==> src/rtl/sram_arbiter_pkg.sv <==
// Shared types and constants for the instruction/data SRAM arbiter.
package sram_arbiter_pkg;

    localparam int   AW      = 32;
    localparam int   DW      = 32;
    localparam int   MW      = DW / 8;
    localparam logic RST_ACT = 1'b0;

    localparam logic PORT_I = 1'b0;
    localparam logic PORT_D = 1'b1;

    typedef enum logic [1:0] {
        IDLE   = 2'd0,
        ACCESS = 2'd1,
        RESP   = 2'd2
    } state_t;

    // One latched SRAM access; a fetch carries we=0 and wmask=0.
    typedef struct packed {
        logic          port;
        logic [AW-1:0] addr;
        logic          we;
        logic [MW-1:0] wmask;
        logic [DW-1:0] wdata;
    } req_t;

endpackage

==> src/rtl/arb_starve_prio.sv <==
// Data-over-fetch fixed priority with a cap on consecutive data grants
// taken while a fetch is waiting.
module arb_starve_prio
    import sram_arbiter_pkg::*;
#(
    parameter int MAX_DATA_BURST = 4
) (
    input  logic clk,
    input  logic reset,
    input  logic i_valid,
    input  logic d_valid,
    input  logic fire,
    output logic winner
);

    localparam int CW = $clog2(MAX_DATA_BURST + 1);

    logic [CW-1:0] starve_cnt;

    // Data wins unless it has already used up its burst over a pending fetch.
    always_comb begin
        winner = PORT_I;
        if (d_valid && ((starve_cnt < CW'(MAX_DATA_BURST)) || !i_valid))
            winner = PORT_D;
    end

    // Count data grants that bypassed a waiting fetch; any other grant clears it.
    always_ff @(posedge clk) begin
        if (reset == RST_ACT) begin
            starve_cnt <= '0;
        end else if (fire) begin
            if (winner == PORT_D && i_valid)
                starve_cnt <= starve_cnt + 1'b1;
            else
                starve_cnt <= '0;
        end
    end

endmodule

==> src/rtl/sram_arbiter.sv <==
// Serializes fetch and load/store accesses onto one single-port SRAM.
module sram_arbiter
    import sram_arbiter_pkg::*;
#(
    parameter int SRAM_LAT       = 1,
    parameter int MAX_DATA_BURST = 4
) (
    input  logic          clk,
    input  logic          reset,
    input  logic          i_req_valid,
    output logic          i_req_ready,
    input  logic [AW-1:0] i_addr,
    output logic          i_resp_valid,
    input  logic          i_resp_ready,
    output logic [DW-1:0] i_rdata,
    input  logic          d_req_valid,
    output logic          d_req_ready,
    input  logic [AW-1:0] d_addr,
    input  logic          d_we,
    input  logic [MW-1:0] d_wmask,
    input  logic [DW-1:0] d_wdata,
    output logic          d_resp_valid,
    input  logic          d_resp_ready,
    output logic [DW-1:0] d_rdata,
    output logic [AW-1:0] addr,
    output logic          en,
    output logic          we,
    output logic [MW-1:0] wmask,
    output logic [DW-1:0] wdata,
    input  logic [DW-1:0] rdata
);

    localparam int LCW = (SRAM_LAT > 1) ? $clog2(SRAM_LAT) : 1;

    state_t         state;
    req_t           req;
    req_t           nreq;
    logic [LCW-1:0] lat_cnt;
    logic [DW-1:0]  resp_data;
    logic           winner;
    logic           idle;
    logic           fire;

    assign idle        = (state == IDLE);
    assign i_req_ready = idle && i_req_valid && (winner == PORT_I);
    assign d_req_ready = idle && d_req_valid && (winner == PORT_D);
    assign fire        = i_req_ready || d_req_ready;

    // Address and write payload stay on the SRAM pins for the whole access.
    assign addr    = req.addr;
    assign wmask   = req.wmask;
    assign wdata   = req.wdata;
    assign i_rdata = resp_data;
    assign d_rdata = resp_data;

    arb_starve_prio #(
        .MAX_DATA_BURST(MAX_DATA_BURST)
    ) u_prio (
        .clk     (clk),
        .reset   (reset),
        .i_valid (i_req_valid),
        .d_valid (d_req_valid),
        .fire    (fire),
        .winner  (winner)
    );

    // Pick the winner's request fields; a fetch never writes.
    always_comb begin
        nreq      = '0;
        nreq.port = winner;
        if (winner == PORT_D) begin
            nreq.addr  = d_addr;
            nreq.we    = d_we;
            nreq.wmask = d_wmask;
            nreq.wdata = d_wdata;
        end else begin
            nreq.addr  = i_addr;
        end
    end

    // IDLE -> ACCESS (en pulses once) -> RESP (held until the consumer takes it).
    always_ff @(posedge clk) begin
        if (reset == RST_ACT) begin
            state        <= IDLE;
            req          <= '0;
            lat_cnt      <= '0;
            resp_data    <= '0;
            en           <= 1'b0;
            we           <= 1'b0;
            i_resp_valid <= 1'b0;
            d_resp_valid <= 1'b0;
        end else begin
            case (state)
                IDLE: begin
                    if (fire) begin
                        req     <= nreq;
                        lat_cnt <= '0;
                        en      <= 1'b1;
                        we      <= nreq.we;
                        state   <= ACCESS;
                    end
                end
                ACCESS: begin
                    en      <= 1'b0;
                    we      <= 1'b0;
                    lat_cnt <= lat_cnt + 1'b1;
                    if (lat_cnt == LCW'(SRAM_LAT - 1)) begin
                        resp_data    <= req.we ? '0 : rdata;
                        i_resp_valid <= (req.port == PORT_I);
                        d_resp_valid <= (req.port == PORT_D);
                        state        <= RESP;
                    end
                end
                RESP: begin
                    if ((i_resp_valid && i_resp_ready) || (d_resp_valid && d_resp_ready)) begin
                        i_resp_valid <= 1'b0;
                        d_resp_valid <= 1'b0;
                        state        <= IDLE;
                    end
                end
                default: state <= IDLE;
            endcase
        end
    end

endmodule

==> config.mk <==
export PLATFORM = sky130hd
export DESIGN_NAME = sram_arbiter
export DESIGN_NICKNAME = d
export VERILOG_FILES = /design/src/rtl/sram_arbiter_pkg.sv /design/src/rtl/arb_starve_prio.sv /design/src/rtl/sram_arbiter.sv
export SDC_FILE = /design/constraint.sdc
export NUM_CORES = 1
export LEC_CHECK = 0
export CAP_MARGIN = 10
export CORE_MARGIN = 5
export CORE_UTILIZATION = 35
export DETAILED_ROUTE_END_ITERATION = 10
export PLACE_DENSITY = 0.73
export SLEW_MARGIN = 20
export SYNTH_ARGS = -nofsm -noshare
export SYNTH_HDL_FRONTEND = slang
export SYNTH_SLANG_ARGS = --single-unit
==> constraint.sdc <==
create_clock -name clk -period 1.5 [get_ports clk]
set_input_delay 0.3 -clock clk [delete_from_list [all_inputs] [get_ports clk]]
set_output_delay 0.3 -clock clk [all_outputs]
set_load 0.005 [all_outputs]
* Word level (Yosys, flattened, before mapping)
Cells that the tools add are included.
Word-level totals: register bits after elaboration 112, output and inout bits 138, input bits 139
Cells by class: bitwise logic cells 3, muxes and demuxes 20, equality and inequality tests 5, reduce and logical (&&, ||, !) cells 20, add/sub/neg operators 2, magnitude comparators 1
Operator list (count):
- 32-bit 2-to-1 mux | 2
- 37-bit 2-to-1 mux | 1
- 1-bit case mux with 2 select lines | 5
- 1-bit logical AND | 8
- 1-bit 2-to-1 mux | 7
- 2-bit 2-to-1 mux | 3
- 2-bit case mux with 3 select lines | 1
- 2-bit AND reduction | 3
- 3-bit AND reduction | 2
- 2-bit != test, second input constant | 2
- 2-bit nonzero test | 2
- 3-bit by 1-bit adder with 3-bit output, second input constant | 1
- 1-bit logical OR | 3
- 3-bit less-than comparator, second input constant | 1
- 3-bit 2-to-1 mux | 1
- 1-bit inverter | 3
- 2-bit by 1-bit equality test with 1-bit output, second input constant | 1
- 2-bit equality test, second input constant | 1
- 2-bit logical NOT | 1
- 2-bit by 1-bit != test with 1-bit output, second input constant | 1
- 1-bit adder, second input constant | 1
- 1-bit logical NOT | 1

* Depth between registers and ports, before layout
Gate-level depths: netlist (run 1).
word-level depth 9, gate-level depth with buffers 7

* Cells and area by module
A second synthesis (run 1) with hierarchy kept.
Unflattened totals: cell total of the unflattened synthesis 459, area total of the unflattened synthesis 4812.1 um^2
Modules (own cells, without submodules):
- sram_arbiter | cells an instance 444, sequential area each 2182.1 um^2, instances 1, area an instance 4657.0 um^2
- arb_starve_prio | cells an instance 15, sequential area each 60.1 um^2, instances 1, area an instance 155.1 um^2

* Least setup slack after synthesis (run 1)
Ideal clock, no wire load.
path kind register -> register, start reg state[1], end reg req, in the netlist addr[29], library setup time 0.133 ns, buffers on the path 2, required time 1.367 ns, arrival 1.247 ns, slack 0.119 ns, period minus slack after synthesis 1.381 ns, stages on the path, launching flop included 6, cells stage by stage dfxtp_1 -> buf_2 -> or2_4 -> nor2_1 -> buf_2 -> a311oi_1
On the way: word-level cells in the longest chain between the ends 5, elaborated cells between the ends (all ways) 7, those cells by class 7 x reduce/logical
RTL lines:
- start: declaration | RTL line sram_arbiter.sv:35 | state_t state;
- start signal: assignment | RTL line sram_arbiter.sv:84 | state <= IDLE;
- start signal: assignment | RTL line sram_arbiter.sv:100 | state <= ACCESS;
- start signal: assignment | RTL line sram_arbiter.sv:111 | state <= RESP;
- 2-bit logical NOT * | RTL line sram_arbiter.sv:44, sram_arbiter.sv:93
- 1-bit logical AND (on tied branches) (2 in a row) | RTL line sram_arbiter.sv:45, sram_arbiter.sv:46
- 1-bit logical OR | RTL line sram_arbiter.sv:47 | assign fire = i_req_ready || d_req_ready;
- 2-bit AND reduction (no line) *
- end signal: assignment | RTL line sram_arbiter.sv:96 | req <= nreq;
- end: declaration | RTL line sram_arbiter.sv:36 | req_t req;
Every way passes the cells marked *; elsewhere a longest branch is shown, timed or not. A chain may end at the register's enable or synchronous reset.

* Final worst setup path (run 1)
start reg state[1], end out i_req_ready
On the way: word-level cells in the longest chain between the ends 3
RTL lines:
- 2-bit logical NOT | RTL line sram_arbiter.sv:44 | assign idle = (state == IDLE);
- 1-bit logical AND (2 in a row) | RTL line sram_arbiter.sv:45 | assign i_req_ready = idle && i_req_valid && (winner == PORT_I);
- end: declaration | RTL line sram_arbiter.sv:11 | output logic i_req_ready,
Every way passes these cells.

==> impl_metrics.json, run 1 <==
{
  "final-max-slew-violation-count": 0,
  "port_buffers": 276,
  "detailed_place_hpwl_mm": 11.16,
  "drive_gt1_frac": 0.1482,
  "synth.avg_cell_area_um2": 8.982,
  "global_route.overflow_total": 0,
  "intPower_mw": 5.935,
  "final_critical_path_share_of_the_clock_period": 0.9997,
  "instances_no_fill": 935,
  "p_sw_mw": 2.123,
  "cell_at_the_root_of_the_clock_tree": "sky130_fd_sc_hd__clkbuf_16",
  "final-hold-violation-count": 0,
  "cp-end-kind": "output port",
  "h-tree-depth": 3,
  "syn-num-nets": 706,
  "placeableCoreArea_mm2": 0.01437,
  "synth.yosys.seq_area_share": 0.4411,
  "drt_wl_total_mm": 15.52,
  "finalSetupViolCount": 0,
  "placed_cell_area_mm2": 0.007367,
  "tightestPinTransition_ns": 0.3708,
  "via_count_normalized_by_instance_count": 4.988,
  "rrSetupSlack_ns": 0.04,
  "multi_input_area_mm2": 0.001882,
  "fmax_mhz": 666.9,
  "num_vias": 4664,
  "gp_congestion": 0.8389,
  "grt_first_pass_wirelength_mm": 23.36,
  "min_path_cells": 2,
  "synth-async-reset-ratio": 0,
  "hp-class": "reg2reg",
  "worst_hold_startpoint": "d_rdata[31]",
  "outcome": "finished, final reports clean",
  "grt.total_usage": 0.1726,
  "p_per_area_mw_per_mm2": 1032,
  "synth_enable_flop_cells": 0,
  "final_net_count": 884,
  "ys.flop_type": "sky130_fd_sc_hd__dfxtp_1",
  "static-leakage-power_nw": 3.752,
  "synth_area_mm2": 0.005084,
  "clkSinkCount": 112,
  "maxCapViolations": 0,
  "fp.dieH_um": 130.5,
  "synth_cell_types": 37,
  "path_clk_slew_ns": 0.07,
  "fin_skew_ns": 0.009308,
  "clock_insertion_delay_worst_skew_ns": 0.34,
  "worst_ep_required_time_ns": 1.20,
  "min_to": "d_rdata[31]",
  "post-route-min-period_ns": 1.500,
  "dieArea_mm2": 0.01704,
  "timing.critical_path.from_type": "register",
  "share_seq_of_total_power": 0.431,
  "first_global_vias": 4559,
  "r2r.worst_path.cells": 6,
  "layout-area-overhead-vs-synth_pct": 53.53,
  "detail_route.wl_per_cell_um": 16.59,
  "timing.rr.end": "wdata[29]",
  "max-slew-margin-rel": 0.7528,
  "antenna_found_initial": 2,
  "core.rowCount": 44,
  "clock_path_buffers": 2,
  "critPathArrivalTime_ns": 1.20,
  "drc": 0,
  "cts_inserted_buffers": 9,
  "p_clk_frac": 0.318,
  "switching_share": 0.2635,
  "io-pin-count": 277,
  "cts-hold-fix-buffers": 0,
  "synth-seq-cells": 112,
  "timing.rr.start": "state[1]",
  "drt_pass1_iterations": 4,
  "power.combinational.fraction": 0.252,
  "postRouteAntennaNets": 0,
  "post-place-cells": 904,
  "regArea_mm2": 0.002295,
  "critical_path_peak_fanout": 2,
  "rsz0062_at_grt": "yes",
  "critical_path_class": "reg2out",
  "tns_ns": 0,
  "stdcell_area_mm2": 0.007805,
  "fin_util": 0.5432,
  "num-fill-cells": 1306,
  "syn_inst_count": 566,
  "initial_util": 0.3538,
  "number_of_warnings_printed_during_yosys_synthesis": 0,
  "die_width_um": 130.5,
  "grt_max_degree": 44,
  "initialDrtViolationCount": 255,
  "cts_tree": "built",
  "peakVddDrop_v": 0.0006479
}
flip-flops by register name, summed over array words and instances, names as in the netlist:
signal,flops
addr,32
wdata,32
wmask,4
state,2
we,1
lat_cnt,1
i_resp_valid,1
d_resp_valid,1
u_prio.starve_cnt,3
req,2
d_rdata,32
en,1
cells in the final DEF (no fill, tap or decap), drive strengths merged, types with 2 or more instances in the layout:
master | synthesis | routed
o21ai | 5 | 5
dfxtp | 112 | 112
clkbuf | 12 | 13
dlymetal6s2s | 0 | 22
clkdlybuf4s50 | 0 | 137
or2 | 2 | 2
nand3 | 4 | 4
inv | 2 | 3
a22o | 37 | 37
nand2 | 99 | 99
nand4 | 2 | 2
buf | 133 | 38
nor3 | 2 | 2
nand3b | 33 | 33
a21oi | 71 | 71
a311oi | 32 | 32
nor3b | 2 | 2
dlygate4sd2 | 0 | 115
a21boi | 2 | 2
diode | 0 | 2
nor2 | 6 | 6
metrics by stage:
| step | hold slack, ns | worst slack, ns | total power [mW] |
|---|---|---|---|
| after floorplan | 0.4169 | 0.1194 | 4.676 |
| after global placement | 0.4493 | -0.5084 | 5.667 |
| after detailed placement | 0.4600 | -0.5402 | 5.710 |
| after CTS | 0.4635 | -0.03656 | 8.175 |
| after global routing | 0.4787 | -0.06145 | 8.475 |
| final | 0.4571 | 0.0004489 | 8.058 |
area by class of cell:
class                      count  share of cell area
tap                          184             0.02950
timing repair buffer         312              0.3920
antenna                        2           0.0006412
clock buffer                  13             0.03591
sequential                   112              0.2940
multi-input combinational    307              0.2411
inverter                       2           0.0009618
clock inverter                 3            0.005931
kinds of logic (layout without fill, tap and decap cells):
logic type | Yosys count | in the layout | share of synthesized area
fa+ha+maj | 1 | 1 | 0.002461
buf+inv | 147 | 330 | 0.1984
simple gates | 153 | 153 | 0.1487
compound gates | 153 | 153 | 0.2095
flops | 112 | 112 | 0.4411
other cells | 0 | 2 | 0
worst max path at each step:
stage	startpoint	end	slack (ns)	depth (start not counted)
after floorplan	state[1]	addr[29]	0.12	5
after global placement	d_req_valid	d_req_ready	-0.51	4
after detailed placement	d_req_valid	d_req_ready	-0.54	4
after CTS	state[0]	i_req_ready	-0.04	5
after global routing	state[1]	i_req_ready	-0.06	5
final	state[1]	i_req_ready	0.0004	5
synth_stat cells (2+ instances only):
cell	number	area, um^2
sky130_fd_sc_hd__dfxtp_1	112	2242
sky130_fd_sc_hd__buf_4	104	780.8
sky130_fd_sc_hd__nand2_1	99	371.6
sky130_fd_sc_hd__a21oi_1	70	350.3
sky130_fd_sc_hd__a22o_1	37	324.1
sky130_fd_sc_hd__nand3b_1	33	247.7
sky130_fd_sc_hd__a311oi_1	32	280.3
sky130_fd_sc_hd__buf_2	23	115.1
sky130_fd_sc_hd__clkbuf_1	12	45.04
sky130_fd_sc_hd__buf_6	5	56.30
sky130_fd_sc_hd__nor2_1	5	18.77
sky130_fd_sc_hd__o21ai_0	5	25.02
sky130_fd_sc_hd__nand3_1	4	20.02
sky130_fd_sc_hd__nand4_1	2	12.51
metal layers:
metal  global-route usage  part of all wire  vias up
met5                    0                 0        -
met4              0.09437             0.035        0
met3              0.04187             0.075       37
met2               0.3005              0.51      197
met1               0.1936              0.38     2195
li1                     -                 -     2235
power by group through the flow:
stage               Combinational, mW  Sequential, mW  Clock [mW]
floorplan                        1.18            3.49           0
CTS                              2.05            3.47        2.65
global placement                 2.15            3.52           0
global route                     2.21            3.51        2.76
finish                           2.03            3.47        2.56
detailed placement               2.18            3.53           0
critical path: stages, from the launching register on:
cell                      delay, ns
sky130_fd_sc_hd__dfxtp_2       0.33
sky130_fd_sc_hd__buf_6         0.12
sky130_fd_sc_hd__nor2_4        0.12
sky130_fd_sc_hd__nand2_1       0.07
sky130_fd_sc_hd__nor2_1        0.09
sky130_fd_sc_hd__buf_2         0.14
what timing repair did:
item | CTS | global route
buffers inserted | 13 | 0
setup endpoints to repair | 181 | 60
gates cloned | 0 | 0
pin swaps | 4 | 3
gates resized for setup | 175 | 25
(Power assumes the default switching activity.)
==> run 2: changes to the inputs <==
CORE_UTILIZATION = 39   (was 35)
PLACE_DENSITY = 0.81   (was 0.73)
==> run 2 against run 1 <==
Effect of this change:
- the flow now finishes with violations (negative setup slack)
- register-to-register slack got worse by 0.05 ns
- global-route usage rose by 3.0 points
- critical path depth did not move
- sequential share of layout area fell by 1.7 points
- sequential power barely moved
- clock power fell by 5%
- combinational power rose by 19%
- final cell count rose by 0.75%
- setup slack got worse by 0.012 ns
- design area rose by 6.6%
- clock-buffer cell count fell by 3
- non-clock buffer count rose by 21
- critical path type unchanged
==> impl_metrics.json, run 2 (synthesized netlist as in run 1, its figures left out) <==
{
  "outcome": "finished, violations left",
  "failed_checks": "negative setup slack",
  "intPower_mw": 5.905,
  "static-leakage-power_nw": 4.027,
  "mostFrequentLayoutCell": "sky130_fd_sc_hd__clkdlybuf4s50_1",
  "fin_skew_ns": 0.01128,
  "global_route.overflow_total": 0,
  "placed_cell_area_mm2": 0.007410,
  "post-place-cells": 898,
  "p_clk_frac": 0.292,
  "antenna_found_initial": 0,
  "io-pin-count": 277,
  "power.combinational.fraction": 0.290,
  "timing.critical_path.from_type": "register",
  "path_cells": "buf_6, nor2_4, nand2_1, nor2_1, buf_2",
  "final-hold-violation-count": 0,
  "grt_max_degree": 39,
  "max-slew-margin-rel": 0.7846,
  "share_seq_of_total_power": 0.418,
  "via_count_normalized_by_instance_count": 5.170,
  "critical_path_class": "reg2out",
  "final-max-slew-violation-count": 0,
  "slowest_stage": "sky130_fd_sc_hd__dfxtp_2",
  "clock_insertion_delay_worst_skew_ns": 0.35,
  "instances_no_fill": 942,
  "clkSinkCount": 112,
  "switching_share": 0.2927,
  "layout_common_cells": "sky130_fd_sc_hd__clkdlybuf4s50_1 (138), sky130_fd_sc_hd__dlygate4sd2_1 (110), sky130_fd_sc_hd__nand2_1 (75), sky130_fd_sc_hd__dfxtp_1 (68), sky130_fd_sc_hd__a21oi_1 (50)",
  "fmax_mhz": 661.6,
  "first_global_vias": 4752,
  "peakVddDrop_v": 0.0005496,
  "layout-area-overhead-vs-synth_pct": 63.72,
  "fp.dieH_um": 124.2,
  "die_width_um": 124.2,
  "rsz0062_at_grt": "yes",
  "layout_setup_ws_ns": -0.01149,
  "grt.total_usage": 0.2024,
  "path_clk_slew_ns": 0.08,
  "hp-class": "reg2reg",
  "finalSetupViolCount": 4,
  "initial_util": 0.3996,
  "stdcell_area_mm2": 0.008323,
  "cts_inserted_buffers": 9,
  "detailed_place_hpwl_mm": 12.04,
  "maxCapViolations": 0,
  "final_net_count": 905,
  "drt_wl_total_mm": 17.89,
  "postRouteAntennaNets": 0,
  "clock_path_buffers": 2,
  "dieArea_mm2": 0.01542,
  "cp-end-kind": "output port",
  "num_vias": 4870,
  "tightestPinTransition_ns": 0.3230,
  "cts-hold-fix-buffers": 0,
  "critical_path_buf_inv_count": 2,
  "p_sw_mw": 2.444,
  "antenna_diode_instance_count": 0,
  "final_critical_path_share_of_the_clock_period": 1.008,
  "drive_gt1_frac": 0.2299,
  "placeableCoreArea_mm2": 0.01272,
  "dpl_worst_slack_ns": -0.5747,
  "detail_route.wl_per_cell_um": 18.99,
  "port_buffers": 276,
  "cell_at_the_root_of_the_clock_tree": "sky130_fd_sc_hd__clkbuf_16",
  "p_per_area_mw_per_mm2": 1003,
  "post-route-min-period_ns": 1.511,
  "cts_tree": "built",
  "cpPeakStageDelay_ns": 0.33,
  "drc": 0,
  "h-tree-depth": 3,
  "grt_first_pass_wirelength_mm": 24.67,
  "core.rowCount": 41,
  "initialDrtViolationCount": 328,
  "critical_path_peak_fanout": 4,
  "gp_congestion": 0.7824,
  "critical_path_s_top_delay_family": "flip-flops",
  "drt_pass1_iterations": 4,
  "worst_ep_required_time_ns": 1.20,
  "critPathArrivalTime_ns": 1.21
}
run 2: routing by layer:
layer / global-route usage / routed length [um] / up-vias
met2: 0.3726 / 9417 / 219
li1: - / - / 2283
met4: 0.07598 / 427 / 0
met3: 0.04541 / 1380 / 32
met5: 0 / 0 / -
met1: 0.2262 / 6666 / 2336
run 2: cell type report:
| cell class | instances | area, um^2 |
|---|---|---|
| Tap cell | 172 | 215.2 |
| Multi-Input combinational cell | 307 | 2093 |
| Sequential cell | 112 | 2305 |
| Fill cell | 1020 | 4399 |
| Clock buffer | 10 | 239.0 |
| Inverter | 2 | 7.507 |
| Timing Repair Buffer | 333 | 3393 |
| Clock inverter | 6 | 70.07 |
run 2: path summary, 6_finish.rpt:
kind | startpoint | to | slack (ns) | cells after the start
setup / recovery | state[0] | i_req_ready | -0.01 | 5
hold / removal | d_rdata[26] | d_rdata[26] | 0.46 | 2
setup reg to reg | state[1] | d_rdata[14] | -0.01 | 6
hold reg to reg | d_rdata[26] | d_rdata[26] | 0.46 | 2
run 2: metrics by stage:
step | total power [mW] | TNS [ns] | utilization | hold slack (ns)
floorplan | 4.676 | 0 | - | 0.4169
global placement | 5.675 | -26.22 | 0.5824 | 0.4486
detailed placement | 5.749 | -32.32 | 0.5824 | 0.4570
CTS | 8.072 | -0.07731 | 0.6107 | 0.4586
global route | 8.726 | -0.6065 | 0.6542 | 0.4758
finish | 8.349 | -0.02117 | 0.6542 | 0.4566
run 2: worst min-delay path, stage by stage (launching register included):
cell and delay (ns):
sky130_fd_sc_hd__dfxtp_2 0.33, sky130_fd_sc_hd__nand2_1 0.05, sky130_fd_sc_hd__a21oi_1 0.05
run 2: what timing repair did:
action	CTS	global route
buffers inserted	9	12
pin swaps	1	22
resized for setup	172	100
cloned	1	6
endpoints found under the setup margin	238	92
run 2: power groups by stage:
stage / clock network (mW) / registers, mW / logic [mW]
after floorplan: 0 / 3.49 / 1.18
after global placement: 0 / 3.52 / 2.16
after detailed placement: 0 / 3.53 / 2.22
after CTS: 2.49 / 3.47 / 2.11
after global routing: 2.61 / 3.53 / 2.58
final: 2.44 / 3.49 / 2.42
==> run 3: changes to the inputs <==
CORE_MARGIN = 2   (was 5)
==> run 3 against run 2 <==
Effect of this change:
- the run still ends with negative setup slack left
- fmax shrank 0.30%
- largest power group unchanged
- wire length shrank 11%
- via count shrank 3.5%
- critical path type is now reg2reg
- clock skew shrank 0.0040 ns
- combinational power shrank 12%
- highest routed layer unchanged
==> impl_metrics.json, run 3 (synthesized netlist as in run 1, its figures left out) <==
{
  "r2r.worst_path.cells": 6,
  "globalRouteMet2Util": 0.3960,
  "static-leakage-power_nw": 4.130,
  "drc": 0,
  "first_global_vias": 4582,
  "maxCapViolations": 0,
  "hp-class": "reg2reg",
  "detailed_place_hpwl_mm": 10.98,
  "post-route-min-period_ns": 1.516,
  "cpMostUsedCell": "sky130_fd_sc_hd__buf_6",
  "grt_util_met1": 0.2313,
  "rrSetupSlack_ns": -0.02,
  "layout-area-overhead-vs-synth_pct": 57.03,
  "timing.critical_path.from_type": "register",
  "finalSetupViolCount": 10,
  "min_to": "d_rdata[19]",
  "timing.rr.end": "wdata[4]",
  "layout_setup_ws_ns": -0.01606,
  "h-tree-depth": 3,
  "grt_max_degree": 44,
  "rsz0062_at_grt": "yes",
  "post-place-cells": 895,
  "peakVddDrop_v": 0.0004973,
  "fp.dieH_um": 118.2,
  "cp-end-kind": "register",
  "final_critical_path_share_of_the_clock_period": 1.011,
  "p_per_area_mw_per_mm2": 995.2,
  "cts-hold-fix-buffers": 0,
  "num_vias": 4698,
  "drt_wl_total_mm": 15.86,
  "tightestPinTransition_ns": 0.3187,
  "cell_at_the_root_of_the_clock_tree": "sky130_fd_sc_hd__clkbuf_16",
  "port_buffers": 276,
  "grt.met3_usage": 0.05212,
  "outcome": "finished, violations left",
  "critPathArrivalTime_ns": 1.75,
  "timing.rr.start": "state[1]",
  "final-hold-violation-count": 0,
  "mostFrequentLayoutCell": "sky130_fd_sc_hd__clkdlybuf4s50_1",
  "min_path_cells": 2,
  "critical_path_peak_fanout": 38,
  "dieArea_mm2": 0.01396,
  "postRouteAntennaNets": 0,
  "globalRoute.busiestLayer": "met2",
  "tns_ns": -0.06410,
  "path_cells": "buf_6, nor2_4, buf_6, a21oi_4, buf_12, a22o_1",
  "clkSinkCount": 112,
  "gp_congestion": 0.7958,
  "hold_ws_ns": 0.4576,
  "initialDrtViolationCount": 243,
  "final-max-slew-violation-count": 0,
  "grt_first_pass_wirelength_mm": 23.85,
  "fin_skew_ns": 0.007320,
  "cpPeakStageDelay_ns": 0.34,
  "dpl_worst_slack_ns": -0.5841,
  "cts_inserted_buffers": 9,
  "io-pin-count": 277,
  "cts_tree": "built",
  "path_clk_slew_ns": 0.07,
  "drt_pass1_iterations": 4,
  "global_route.overflow_total": 0,
  "antenna_diode_instance_count": 0,
  "failed_checks": "negative setup slack",
  "slowest_stage": "sky130_fd_sc_hd__dfxtp_2",
  "final_net_count": 892,
  "die_width_um": 118.2,
  "via_count_normalized_by_instance_count": 5.057,
  "initial_util": 0.4012,
  "antenna_found_initial": 0,
  "clock_path_buffers": 2,
  "layout_common_cells": "sky130_fd_sc_hd__clkdlybuf4s50_1 (140), sky130_fd_sc_hd__nand2_1 (99), sky130_fd_sc_hd__dlygate4sd2_1 (83), sky130_fd_sc_hd__a21oi_1 (64), sky130_fd_sc_hd__dfxtp_1 (61)",
  "placeableCoreArea_mm2": 0.01267,
  "core.rowCount": 41,
  "drive_gt1_frac": 0.1757,
  "critical_path_class": "reg2reg",
  "fmax_mhz": 659.6,
  "grt.total_usage": 0.2099,
  "max-slew-margin-rel": 0.7870,
  "instances_no_fill": 929,
  "detail_route.wl_per_cell_um": 17.07,
  "worst_hold_startpoint": "d_rdata[19]",
  "total_power_mw": 7.944,
  "worst_ep_required_time_ns": 1.73,
  "clock_insertion_delay_worst_skew_ns": 0.35
}
## run 3: power by group
part | switching (mW) | internal (mW)
Clock | 1.16 | 1.16
Sequential | 0.182 | 3.30
Combinational | 0.907 | 1.23
## run 3: critical path, delay by kind of cell (launching register included)
kind                   cells  cell delay, ns
AND/OR/NAND/NOR            1            0.12
AO/OA/AOI/OAI              2            0.35
buffers and inverters      3            0.60
flip-flops                 1            0.34
## run 3: layout make-up
class / count / area (um^2)
Sequential cell: 112 / 2311
Clock buffer: 9 / 225.2
Inverter: 2 / 7.507
Fill cell: 1057 / 4688
Multi-Input combinational cell: 307 / 1894
Timing Repair Buffer: 320 / 3268
Clock inverter: 7 / 61.31
Tap cell: 172 / 215.2
## run 3: layer usage
metal	vias to the layer above	part of all wire
met5	-	0
met4	0	0.014
met3	19	0.067
met2	191	0.53
met1	2232	0.39
li1	2256	-
## run 3: timing repair
action / in CTS / in global routing
gates cloned: 1 / 1
setup buffers: 11 / 7
pin swaps: 6 / 4
endpoints found under the setup margin: 199 / 124
gates resized for setup: 146 / 70
## run 3: how the worst max path moves through the flow
stage                start           to  cells past startpoint
2_1_floorplan     state[1]     addr[29]                      5
3_3_place_gp   d_req_valid  d_req_ready                      5
3_5_place_dp   d_req_valid  d_req_ready                      5
4_1_cts           state[0]  i_req_ready                      5
5_1_grt           state[1]  i_req_ready                      5
6_report          state[1]     wdata[4]                      6
## run 3: metrics by stage
stage	area, um^2	util
floorplan	5084	-
global placement	7362	0.5810
detailed placement	7362	0.5810
CTS	7720	0.6093
global route	7983	0.6300
finish	7983	0.6300
